**src/rtl/coin_input_conditioner_if.sv**
```systemverilog
// Coin bus between the button conditioner and the vending FSM.
// total_rs exists only when COIN_TOTAL_EN is defined.
interface coin_input_conditioner_if;
  logic       btn5_raw;
  logic       btn10_raw;
  logic [1:0] coin_code;
  logic       coin_valid;
  logic       busy;
  logic       reject;
`ifdef COIN_TOTAL_EN
  logic [7:0] total_rs;

  modport master (
    input  btn5_raw, btn10_raw,
    output coin_code, coin_valid,
    output busy, reject, total_rs
  );

  modport slave (
    output btn5_raw, btn10_raw,
    input  coin_code, coin_valid,
    input  busy, reject, total_rs
  );
`else
  modport master (
    input  btn5_raw, btn10_raw,
    output coin_code, coin_valid,
    output busy, reject
  );

  modport slave (
    output btn5_raw, btn10_raw,
    input  coin_code, coin_valid,
    input  busy, reject
  );
`endif
endinterface

```
**src/rtl/coin_input_conditioner.sv**
```systemverilog
// Sync, debounce and edge-detect two coin buttons into one-shot codes.
// Optional COIN_TOTAL_EN adds a saturating running total (total_rs).
module coin_input_conditioner #(
  parameter int SYNC_STAGES = 2,
  parameter int DEBOUNCE    = 3,
  parameter int LOCKOUT     = 2
) (
  input logic                       u_clk,
  input logic                       rst,
  coin_input_conditioner_if.master  bus
);

  localparam int DW = $clog2(DEBOUNCE + 1);
  localparam int LW = $clog2(LOCKOUT + 1);

  typedef enum logic [1:0] {
    IDLE,
    EMIT,
    LOCK,
    WAIT_REL
  } state_t;

  logic [1:0] raw;
  logic [1:0] lvl;
  logic [1:0] press;

  assign raw = {bus.btn10_raw, bus.btn5_raw};

  // bit 0 = 5 Rs, bit 1 = 10 Rs, matching the coin code bits
  for (genvar b = 0; b < 2; b++) begin : g_btn
    logic [SYNC_STAGES-1:0] sync_q;
    logic [DW-1:0]          cnt_q, cnt_d;
    logic                   lvl_q, lvl_d;
    logic                   prev_q;
    logic                   synced;

    assign synced = sync_q[SYNC_STAGES-1];

    always_comb begin
      cnt_d = '0;
      lvl_d = lvl_q;
      if (synced != lvl_q) begin
        if (cnt_q == DW'(DEBOUNCE - 1))
          lvl_d = synced;
        else
          cnt_d = cnt_q + 1'b1;
      end
    end

    always_ff @(posedge u_clk) begin
      if (rst) begin
        sync_q <= '0;
        cnt_q  <= '0;
        lvl_q  <= 1'b0;
        prev_q <= 1'b0;
      end else begin
        sync_q <= {sync_q[SYNC_STAGES-2:0], raw[b]};
        cnt_q  <= cnt_d;
        lvl_q  <= lvl_d;
        prev_q <= lvl_q;
      end
    end

    assign lvl[b]   = lvl_q;
    assign press[b] = lvl_q & ~prev_q;
  end

  state_t      state_q, state_d;
  logic [1:0]  code_q, code_d;
  logic [LW-1:0] lock_q, lock_d;
  logic [1:0]  coin_code_q, coin_code_d;
  logic        coin_valid_q, coin_valid_d;
  logic        busy_q, busy_d;
  logic        reject_q, reject_d;

  always_comb begin
    state_d  = state_q;
    code_d   = code_q;
    lock_d   = lock_q;
    reject_d = 1'b0;
    unique case (state_q)
      IDLE: begin
        if (&press) begin
          reject_d = 1'b1;
          state_d  = WAIT_REL;
        end else if (|press) begin
          code_d  = press;
          state_d = EMIT;
        end
      end
      EMIT: begin
        lock_d  = LW'(LOCKOUT);
        state_d = LOCK;
      end
      LOCK: begin
        lock_d = lock_q - 1'b1;
        if (lock_q <= LW'(1))
          state_d = WAIT_REL;
      end
      WAIT_REL: begin
        if (~|lvl)
          state_d = IDLE;
      end
      default: state_d = IDLE;
    endcase
    // outputs are registered from the next state
    coin_valid_d = (state_d == EMIT);
    coin_code_d  = coin_valid_d ? code_d : 2'b00;
    busy_d       = (state_d != IDLE);
  end

  always_ff @(posedge u_clk) begin
    if (rst) begin
      state_q      <= IDLE;
      code_q       <= 2'b00;
      lock_q       <= '0;
      coin_code_q  <= 2'b00;
      coin_valid_q <= 1'b0;
      busy_q       <= 1'b0;
      reject_q     <= 1'b0;
    end else begin
      state_q      <= state_d;
      code_q       <= code_d;
      lock_q       <= lock_d;
      coin_code_q  <= coin_code_d;
      coin_valid_q <= coin_valid_d;
      busy_q       <= busy_d;
      reject_q     <= reject_d;
    end
  end

  assign bus.coin_code  = coin_code_q;
  assign bus.coin_valid = coin_valid_q;
  assign bus.busy       = busy_q;
  assign bus.reject     = reject_q;

`ifdef COIN_TOTAL_EN
  logic [7:0] total_q, total_d;
  logic [8:0] sum;

  always_comb begin
    sum     = {1'b0, total_q} + ((code_d == 2'b01) ? 9'd5 : 9'd10);
    total_d = total_q;
    if (state_q == IDLE && state_d == EMIT)
      total_d = (sum > 9'd250) ? 8'd250 : sum[7:0];
  end

  always_ff @(posedge u_clk) begin
    if (rst)
      total_q <= 8'd0;
    else
      total_q <= total_d;
  end

  assign bus.total_rs = total_q;
`endif

endmodule

```
**src/flat_wrapper.sv**
```systemverilog
// flat-port wrapper written by rule: the top's interface ports become plain ports
module coin_input_conditioner_flat 
#(
  parameter int SYNC_STAGES = 2,
  parameter int DEBOUNCE    = 3,
  parameter int LOCKOUT     = 2
)
  (u_clk, rst, bus_btn5_raw, bus_btn10_raw, bus_coin_code, bus_coin_valid, bus_busy, bus_reject);
  coin_input_conditioner_if bus_i ();
  input logic u_clk;
  input logic rst;
  input wire logic [$bits(bus_i.btn5_raw)-1:0] bus_btn5_raw;
  input wire logic [$bits(bus_i.btn10_raw)-1:0] bus_btn10_raw;
  output wire logic [$bits(bus_i.coin_code)-1:0] bus_coin_code;
  output wire logic [$bits(bus_i.coin_valid)-1:0] bus_coin_valid;
  output wire logic [$bits(bus_i.busy)-1:0] bus_busy;
  output wire logic [$bits(bus_i.reject)-1:0] bus_reject;
  assign bus_i.btn5_raw = bus_btn5_raw;
  assign bus_i.btn10_raw = bus_btn10_raw;
  assign bus_coin_code = bus_i.coin_code;
  assign bus_coin_valid = bus_i.coin_valid;
  assign bus_busy = bus_i.busy;
  assign bus_reject = bus_i.reject;
  coin_input_conditioner #(.SYNC_STAGES(SYNC_STAGES), .DEBOUNCE(DEBOUNCE), .LOCKOUT(LOCKOUT)) u_core (.u_clk(u_clk), .rst(rst), .bus(bus_i));
endmodule
```
**config.mk**
```make
export PLATFORM = sky130hd
export DESIGN_NAME = coin_input_conditioner_flat
export DESIGN_NICKNAME = d
export VERILOG_FILES = /design/src/rtl/coin_input_conditioner_if.sv /design/src/rtl/coin_input_conditioner.sv /design/src/flat_wrapper.sv
export SDC_FILE = /design/constraint.sdc
export NUM_CORES = 1
export LEC_CHECK = 0
export ABC_AREA = 1
export CORE_ASPECT_RATIO = 1.1
export CORE_UTILIZATION = 55
export CTS_BUF_LIST = sky130_fd_sc_hd__clkbuf_2
export DETAILED_ROUTE_END_ITERATION = 10
export HOLD_SLACK_MARGIN = 0.02
export PLACE_DENSITY = 0.88
export SLEW_MARGIN = 10
export SYNTH_ARGS = -nofsm -noshare
export SYNTH_HDL_FRONTEND = slang
export SYNTH_SLANG_ARGS = --single-unit
```
**constraint.sdc**
```tcl
create_clock -name u_clk -period 2.1 [get_ports u_clk]
set_input_delay 0.63 -clock u_clk [delete_from_list [all_inputs] [get_ports u_clk]]
set_output_delay 0.63 -clock u_clk [all_outputs]
set_load 0.01 [all_outputs]
```
======== Word level (Yosys, flattened, before mapping) ========
Index checks and enable logic that the tools add are counted.
storage, ports and cells
  memory bits (writable) .................. 0
  bits in registers ....................... 23
  bits in latches ......................... 0
  bits in read-only memories .............. 0
  word-level logic and storage cells ...... 57
  memories kept ........................... 0
cells by class
  reduce and logical (&&, ||, !) cells .... 12
  div/mod/pow operators ................... 0
  shift-type cells ........................ 0
  bitwise operators ....................... 8
  $mul .................................... 0
  add/subtract/negate cells ............... 3
  equal/unequal tests ..................... 8
  $lt $le $gt $ge ......................... 1
  multiplexer cells ....................... 10
operator list
  kind                                                                    number
  2-bit 2-to-1 mux                                                        7
  2-bit equality test (second input constant)                             4
  2-bit case mux with 4 select lines                                      1
  2-bit OR reduction                                                      4
  1-bit NOT                                                               6
  2-bit AND reduction                                                     3
  3-bit OR reduction                                                      2
  2-bit by 1-bit adder with 2-bit output (second input constant)          2
  2-bit by 1-bit equality test with 1-bit output (second input constant)  2
  2-bit case mux with 2 select lines                                      1
  2-bit nonzero test                                                      2
  1-bit AND                                                               2
  2-bit by 1-bit <= comparator with 1-bit output (second input constant)  1
  2-bit logical NOT                                                       1
  1-bit inequality test                                                   2
  2-bit by 1-bit subtractor with 2-bit output (second input constant)     1
  1-bit 2-to-1 mux                                                        1

======== Depth between registers and ports, before layout ========
Gate-level depths: netlist of run 1.
  word-level depth ........................ 9
  gate-level depth with buffers ........... 11
  gate-level depth less buffers ........... 11

======== Worst setup path after synthesis of run 1 ========
Ideal clock, no wire load.
  path type ............................... reg-to-reg
  start point ............................. register u_core.state_q[1]
  end point ............................... register u_core.lock_q[1]
  clock period less this slack ............ 1327 ps
  path slack .............................. 773 ps
  setup time .............................. 132 ps
  cell stages (with the launch flop) ...... 7
  arrival time ............................ 1195 ps
  cell sequence ........................... dfxtp_1 inv_1 ha_1 inv_1 or2_1 xor2_1 a21oi_1
on the way
  longest elaborated chain between the ends .. 2
  elaborated cells on any way between the ends .. 4
  classes of those cells .................. eq/ne: 2; mux: 1; reduce/logical: 1
ends and longest elaborated chain
  item                                                                                   RTL line                       RTL
  start: declaration                                                                     coin_input_conditioner.sv:68   state_t state_q, state_d;
  start signal: assignment                                                               coin_input_conditioner.sv:122  state_q <= state_d;
  2-bit equality test or 2-bit by 1-bit equality test with 1-bit output (tied branches)  coin_input_conditioner.sv:81   unique case (state_q)
  2-bit case mux with 2 select lines or 2-bit nonzero test (tied branches)               --
  end signal: assignment                                                                 coin_input_conditioner.sv:124  lock_q <= lock_d;
  end: declaration                                                                       coin_input_conditioner.sv:70   logic [LW-1:0] lock_q, lock_d;
Several ways; a longest one is shown, not always the timed one.
A chain may end at the register's enable or synchronous reset.

======== Final worst setup path of run 1 ========
  start point ............................. register u_core.coin_code_q[0], in the netlist u_core.bus.coin_code[0]
  end point ............................... output port bus_coin_code[0]
RTL lines
  item                      RTL line                       RTL
  start: declaration        coin_input_conditioner.sv:71   logic [1:0] coin_code_q, coin_code_d;
  start signal: assignment  coin_input_conditioner.sv:125  coin_code_q <= coin_code_d;
  end: declaration          flat_wrapper.sv:14             output wire logic [$bits(bus_i.coin_code)-1:0] bus_coin_code;
No word-level cell between the ends.

==> flow_summary.toml, run 1 <==
[timing]
slew_viol_final = 0
rsz0062_at_grt = "no"
worst_slack_ps = 211
tns_ps = 0
period_needed_ps = 1890
finalHoldViolCount = 0
relSlewSlack = 0.841
setup_viol = 0
fin_crit_sh = 0.899
fin_worst_skew_ps = 6.45
max_slew.worst_pin.slew_ps = 237
fmax_mhz = 529

[clock_tree]
cts.sinks = 23
cts_tree = "done"
root_buffer = "clkbuf_2"
clk_pin_slew_worst_paths_ps = 200
cts.path.max_buffers = 2
clkLatencyLatePin_ps = 340
cts_resized = 0
ctsHoldBuffers = 0
post_cts_buffers = 0
ctsHtreeMaxLevel = 1
numCtsBuffers = 3

[setup_path]
cp.arrival_ps = 1260
required_ps = 1470
reg2reg_from = "u_core.state_q[1]"
cpPeakStageDelay_ps = 560
critPathKind = "reg2out"
r2r_cells = 6
path_buf_inv = 1
cpLargestDelayFamily = "buffers and inverters"
end_kind = "primary output"
cp_max_fo = 1
rrSetupSlack_ps = 630
slowest_stage = "clkdlybuf4s50_1"
r2r-end = "u_core.lock_q[1]"
startpoint_type = "flip-flop"
crit_chain = "clkdlybuf4s50_1"

[status]
run_status = "complete, no violations"

[yosys]
synth_cells = 117
synthDistinctLibCells = 22
synth_fp_nets = 127
ys_ff_latch = 23
syn_avg_cell_area_sq_um = 8.01
synth_mux_area_frac = 0
yosysWarnings = 0
synth_area_sq_um = 937
synth_compound_area_frac = 0.0814
synth_top_family_by_area = "simple AND/OR/NAND/NOR gates"
yosysSeqAreaShare = 0.491
synth_xor_area_frac = 0.00935
synth-simple-area-share = 0.228
synth_adder_area_share = 0.0801

[worst_hold_path]
hold_class = "reg2reg"
hold_path_end = "u_core.g_btn[1].sync_q[1]"
hp-start = "u_core.g_btn[1].sync_q[0]"
min_path_cells = 2

[floorplanning]
start_util = 0.594
io_pins = 9
placementRows = 15
die-area_sq_um = 1870
core_sq_um = 1580
die_w_microns = 41.4
die_h_microns = 45.3

[drt]
vias_per_cell = 4.90
detail-route-antenna-nets = 0
drt_wl_total_mm = 1.49
drc_errors = 0
avgRoutedWirePerCell_microns = 10.2
drtPass1Iterations = 4
vias = 716
drtIter0Drc = 11

[power]
power_density_nw_per_um2 = 1070
total_leakage_power_nw = 0.505
ir_drop_uv = 568

[global_routing]
track_usage = 0.192
grt_max_degree = 14
grt-ovfl-total = 0
grt_pass1_vias = 620
antenna_found_initial = 0
grt_pass1_wl_mm = 2.37

[final_layout]
area_growth_pct = 13.4
final_nets = 140
drive_gt1_frac = 0.140
fillers = 128
antenna_cells = 0

[placement]
io_buffers = 8
dpl.hpwl_mm = 1.15
pre_cts_ws_ps = 397
place.gp.congestion = 0.769

[flow_run]
cap_violations = 0
## worst register-to-register path, cell delays in order, from the launching register on
cell and delay (ps):
dfxtp_1 490, inv_1 100, ha_1 300, inv_1 50, or2_1 230, xor2_1 150
a21oi_1 110
## layout make-up
| cell class | instances | area [sq um] | area share |
|---|---|---|---|
| Sequential cell | 23 | 460 | 0.433 |
| Clock inverter | 1 | 5.00 | 0.00471 |
| Inverter | 26 | 98.8 | 0.0931 |
| Multi-Input combinational cell | 67 | 374 | 0.352 |
| Timing Repair Buffer | 9 | 87.6 | 0.0824 |
| Clock buffer | 3 | 15.0 | 0.0141 |
| Tap cell | 17 | 21.3 | 0.0200 |
## cells in the mapped netlist
| cell type | instances | area share |
|---|---|---|
| nor3_1 | 1 | 0.0053 |
| a21o_1 | 1 | 0.0080 |
| dfxtp_1 | 23 | 0.49 |
| or2_1 | 1 | 0.0067 |
| inv_2 | 3 | 0.012 |
| o21ai_0 | 2 | 0.011 |
| nor3_2 | 1 | 0.011 |
| nand2_1 | 15 | 0.060 |
| nand3_1 | 5 | 0.027 |
| nor2_1 | 17 | 0.068 |
| ha_1 | 6 | 0.080 |
| a21oi_1 | 6 | 0.032 |
| nand2_2 | 5 | 0.033 |
| xor2_1 | 1 | 0.0093 |
| o211ai_1 | 2 | 0.016 |
| clkinv_2 | 1 | 0.0053 |
| inv_1 | 22 | 0.088 |
| o21ai_1 | 1 | 0.0053 |
| nor2_2 | 1 | 0.0067 |
| a21oi_2 | 1 | 0.0093 |
| clkbuf_1 | 1 | 0.0040 |
| nand3_2 | 1 | 0.011 |
## where the power goes
part           total [mW]  internal (mW)  switching, mW
Clock               0.173         0.0432          0.130
Combinational       0.432          0.176          0.256
Sequential          0.531          0.491         0.0391
Total                1.14          0.711          0.425
## metal layers
metal | vias up | global-route usage | wire length, microns
li1 | 376 | - | -
met4 | 0 | 0.103 | 31
met5 | - | 0 | 0
met2 | 11 | 0.313 | 735
met3 | 5 | 0.0296 | 30
met1 | 324 | 0.234 | 695
## registers in the layout (all words and copies together) (netlist names)
signal and flops:
u_core.state_q 2, u_core.bus.coin_valid 1, u_core.g_btn.cnt_q 4, u_core.bus.busy 1
u_core.lock_q 2, u_core.g_btn.sync_q 4, u_core.bus.reject 1, u_core.g_btn.prev_q 2
u_core.bus.coin_code 2, u_core.code_q 2, u_core.g_btn.lvl_q 2
## per-stage QoR
stage / std cells / hold WS (ps) / instance area [sq um] / total power [mW] / utilization
6_report: 146 / 418 / 1060 / 1.14 / 0.674
5_1_grt: 146 / 452 / 1060 / 1.21 / 0.674
4_1_cts: 146 / 423 / 1060 / 1.14 / 0.674
3_5_place_dp: 142 / 400 / 1040 / 0.966 / 0.661
3_3_place_gp: 142 / 393 / 1040 / 0.949 / 0.661
2_1_floorplan: 117 / 388 / 937 / 0.857 / -
## cells by family (layout without fill, tap and decap cells)
group,after synthesis,in the layout
AO/OA/AOI/OAI,13,13
XOR/XNOR,1,1
adder cells (fa/ha/maj),6,6
buffers and inverters,27,39
flip-flops,23,23
AND/OR/NAND/NOR,47,47
## worst max-delay path by stage
stage / end / from / slack (ps) / depth (start not counted)
after floorplan: u_core.lock_q[1] / u_core.state_q[1] / 770 / 6
after global placement: u_core.bus.coin_code[0] / rst / 420 / 8
after detailed placement: u_core.bus.coin_code[0] / rst / 400 / 8
after CTS: bus_coin_code[0] / u_core.bus.coin_code[0] / 200 / 1
after global routing: bus_coin_code[0] / u_core.bus.coin_code[0] / 180 / 1
final: bus_coin_code[0] / u_core.bus.coin_code[0] / 210 / 1
## placed cells by master, fill, tap and decap left out, drive strengths merged
cell type      netlist  routed
inv                 25      25
dfxtp               23      23
nand2               20      20
nor2                18      18
clkdlybuf4s50        0       8
a21oi                7       7
ha                   6       6
nand3                6       6
clkbuf               1       3
o21ai                3       3
clkinv               1       2
o211ai               2       2
nor3                 2       2
a21o                 1       1
or2                  1       1
xor2                 1       1
buf                  0       1
No activity file was read; power rests on OpenSTA's default activity.
==> run 2, diff against run 1 <==
==> constraint.sdc (replaced) <==
create_clock -name u_clk -period 1.8 [get_ports u_clk]
set_input_delay 0.54 -clock u_clk [delete_from_list [all_inputs] [get_ports u_clk]]
set_output_delay 0.54 -clock u_clk [all_outputs]
set_load 0.01 [all_outputs]
==> run 2 against run 1 <==
Against the previous run: worst setup slack got worse by 150 ps; utilization rose by 0.40 points; first-iteration DRC count did not move; count of clock-buffer cells in the layout did not move; sequential power rose by 16%; non-clock buffer count did not move; clock skew fell by 1.0 ps.
==> flow_summary.toml, run 2 (same netlist as run 1, synthesis figures left out) <==
[power]
switching_power_mw = 0.496
comb_power_share = 0.380
total_leakage_power_nw = 0.562
ir_drop_uv = 662
p_int_mw = 0.827
power_density_nw_per_um2 = 1240
p_clk_frac = 0.152
swShare = 0.375
pwr-share-seq = 0.467

[setup_path]
required_ps = 1260
end_kind = "primary output"
cp_max_fo = 1
cp.arrival_ps = 1200
reg2reg_from = "u_core.state_q[1]"
cpLargestDelayFamily = "buffers and inverters"
r2r_cells = 6
crit_chain = "clkdlybuf4s50_1"
r2r-end = "u_core.lock_q[1]"
cpPeakStageDelay_ps = 520
slowest_stage = "clkdlybuf4s50_1"
critPathKind = "reg2out"
rrSetupSlack_ps = 330
cp-startpoint = "u_core.bus.coin_valid"
startpoint_type = "flip-flop"
path_buf_inv = 1

[global_routing]
track_usage = 0.192
grt-ovfl-total = 0
grt_pass1_wl_mm = 2.37
grt_pass1_vias = 620
grt_max_degree = 14
antenna_found_initial = 0

[worst_hold_path]
hp-start = "u_core.g_btn[1].sync_q[0]"
hold_path_end = "u_core.g_btn[1].sync_q[1]"
hold_class = "reg2reg"
min_path_cells = 2

[placement]
io_buffers = 8
dpl.hpwl_mm = 1.15
pre_cts_ws_ps = 187
post-place-cells = 142
place.gp.congestion = 0.769

[timing]
max_slew.worst_pin.slew_ps = 237
worst_slack_ps = 61.0
fin_crit_sh = 0.966
period_needed_ps = 1740
tns_ps = 0
setup_viol = 0
rsz0062_at_grt = "no"
slew_viol_final = 0
fmax_mhz = 575
hold_slack_ps = 418
fin_worst_skew_ps = 5.43
finalHoldViolCount = 0
relSlewSlack = 0.841

[floorplanning]
die_h_microns = 45.3
placementRows = 15
io_pins = 9
core_sq_um = 1580
die-area_sq_um = 1870
start_util = 0.594
die_w_microns = 41.4

[final_layout]
mostFrequentLayoutCells = "23 x dfxtp_1, 22 x inv_1, 17 x nor2_1"
final_common_cell = "dfxtp_1"
antenna_cells = 0
final_nets = 140
area_growth_pct = 14.0
multi_input_area_sq_um = 374
drive_gt1_frac = 0.140
fillers = 127
finalNonFillerCells = 146
seq_area_sq_um = 460
top_regs = "u_core.g_btn.cnt_q: 4 flops, u_core.g_btn.sync_q: 4 flops"

[clock_tree]
cts.path.max_buffers = 2
clkLatencyLatePin_ps = 340
cts_tree = "done"
cts.sinks = 23
ctsHoldBuffers = 0
numCtsBuffers = 3
root_buffer = "clkbuf_2"
ctsHtreeMaxLevel = 1
post_cts_buffers = 0
clk_pin_slew_worst_paths_ps = 200

[drt]
vias = 718
vias_per_cell = 4.92
detail-route-antenna-nets = 0
avgRoutedWirePerCell_microns = 10.3
drt_wl_total_mm = 1.50
drtIter0Drc = 11
drc_errors = 0
drtPass1Iterations = 4

[flow_run]
cap_violations = 0

[status]
run_status = "complete, no violations"
[run 2: layer usage]
metal	vias to the layer above	wire [microns]	GRT usage
met1	326	693	0.234
li1	376	-	-
met2	11	742	0.313
met3	5	32	0.0296
met4	0	31	0.103
met5	-	0	0
[run 2: power by group through the flow]
stage | Combinational, mW | Sequential [mW] | Clock, mW
detailed placement | 0.498 | 0.629 | 0
finish | 0.503 | 0.618 | 0.202
global placement | 0.481 | 0.626 | 0
global route | 0.560 | 0.626 | 0.223
floorplan | 0.371 | 0.629 | 0
CTS | 0.503 | 0.617 | 0.204
[run 2: repair_timing]
item,4_1_cts,5_1_grt
pin swaps,0,0
resized for setup,1,3
endpoints found under the setup margin,1,3
[run 2: worst max path at each step]
stage                     slack [ps]                       to  cells after the start
final                             60           bus_coin_valid                      1
after detailed placement         190  u_core.bus.coin_code[0]                      8
after global routing               3           bus_coin_valid                      1
after floorplan                  470         u_core.lock_q[1]                      6
after global placement           210  u_core.bus.coin_code[0]                      8
after CTS                         40         bus_coin_code[1]                      1
[run 2: layout make-up]
type                    count  share of cell area
well taps                  17              0.0199
multi-input cells          67               0.350
repair buffers              9              0.0878
clock inverters             1             0.00468
flip-flops and latches     23               0.431
inverters                  26              0.0925
clock buffers               3              0.0141
[run 2: metrics by stage]
stage / total power [mW] / util / cell area (sq um)
floorplan: 1.00 / - / 937
global placement: 1.11 / 0.661 / 1040
detailed placement: 1.13 / 0.661 / 1040
CTS: 1.33 / 0.673 / 1060
global route: 1.41 / 0.678 / 1070
finish: 1.32 / 0.678 / 1070
[run 2: worst min-delay path: cells and delay by family, from the launching register on]
| family | cells | cell delay [ps] |
|---|---|---|
| AND/OR/NAND/NOR | 1 | 30 |
| flip-flops | 1 | 340 |
| buffers and inverters | 1 | 40 |
==> run 3, diff against run 2 <==
--- a/config.mk
+++ b/config.mk
@@ -10,7 +10,6 @@
 export CORE_UTILIZATION = 55
 export CTS_BUF_LIST = sky130_fd_sc_hd__clkbuf_2
 export DETAILED_ROUTE_END_ITERATION = 10
-export HOLD_SLACK_MARGIN = 0.02
 export PLACE_DENSITY = 0.88
 export SLEW_MARGIN = 10
 export SYNTH_ARGS = -nofsm -noshare
==> results of run 3 <==
Final layout, timing and power as in run 2 (identical DEF).
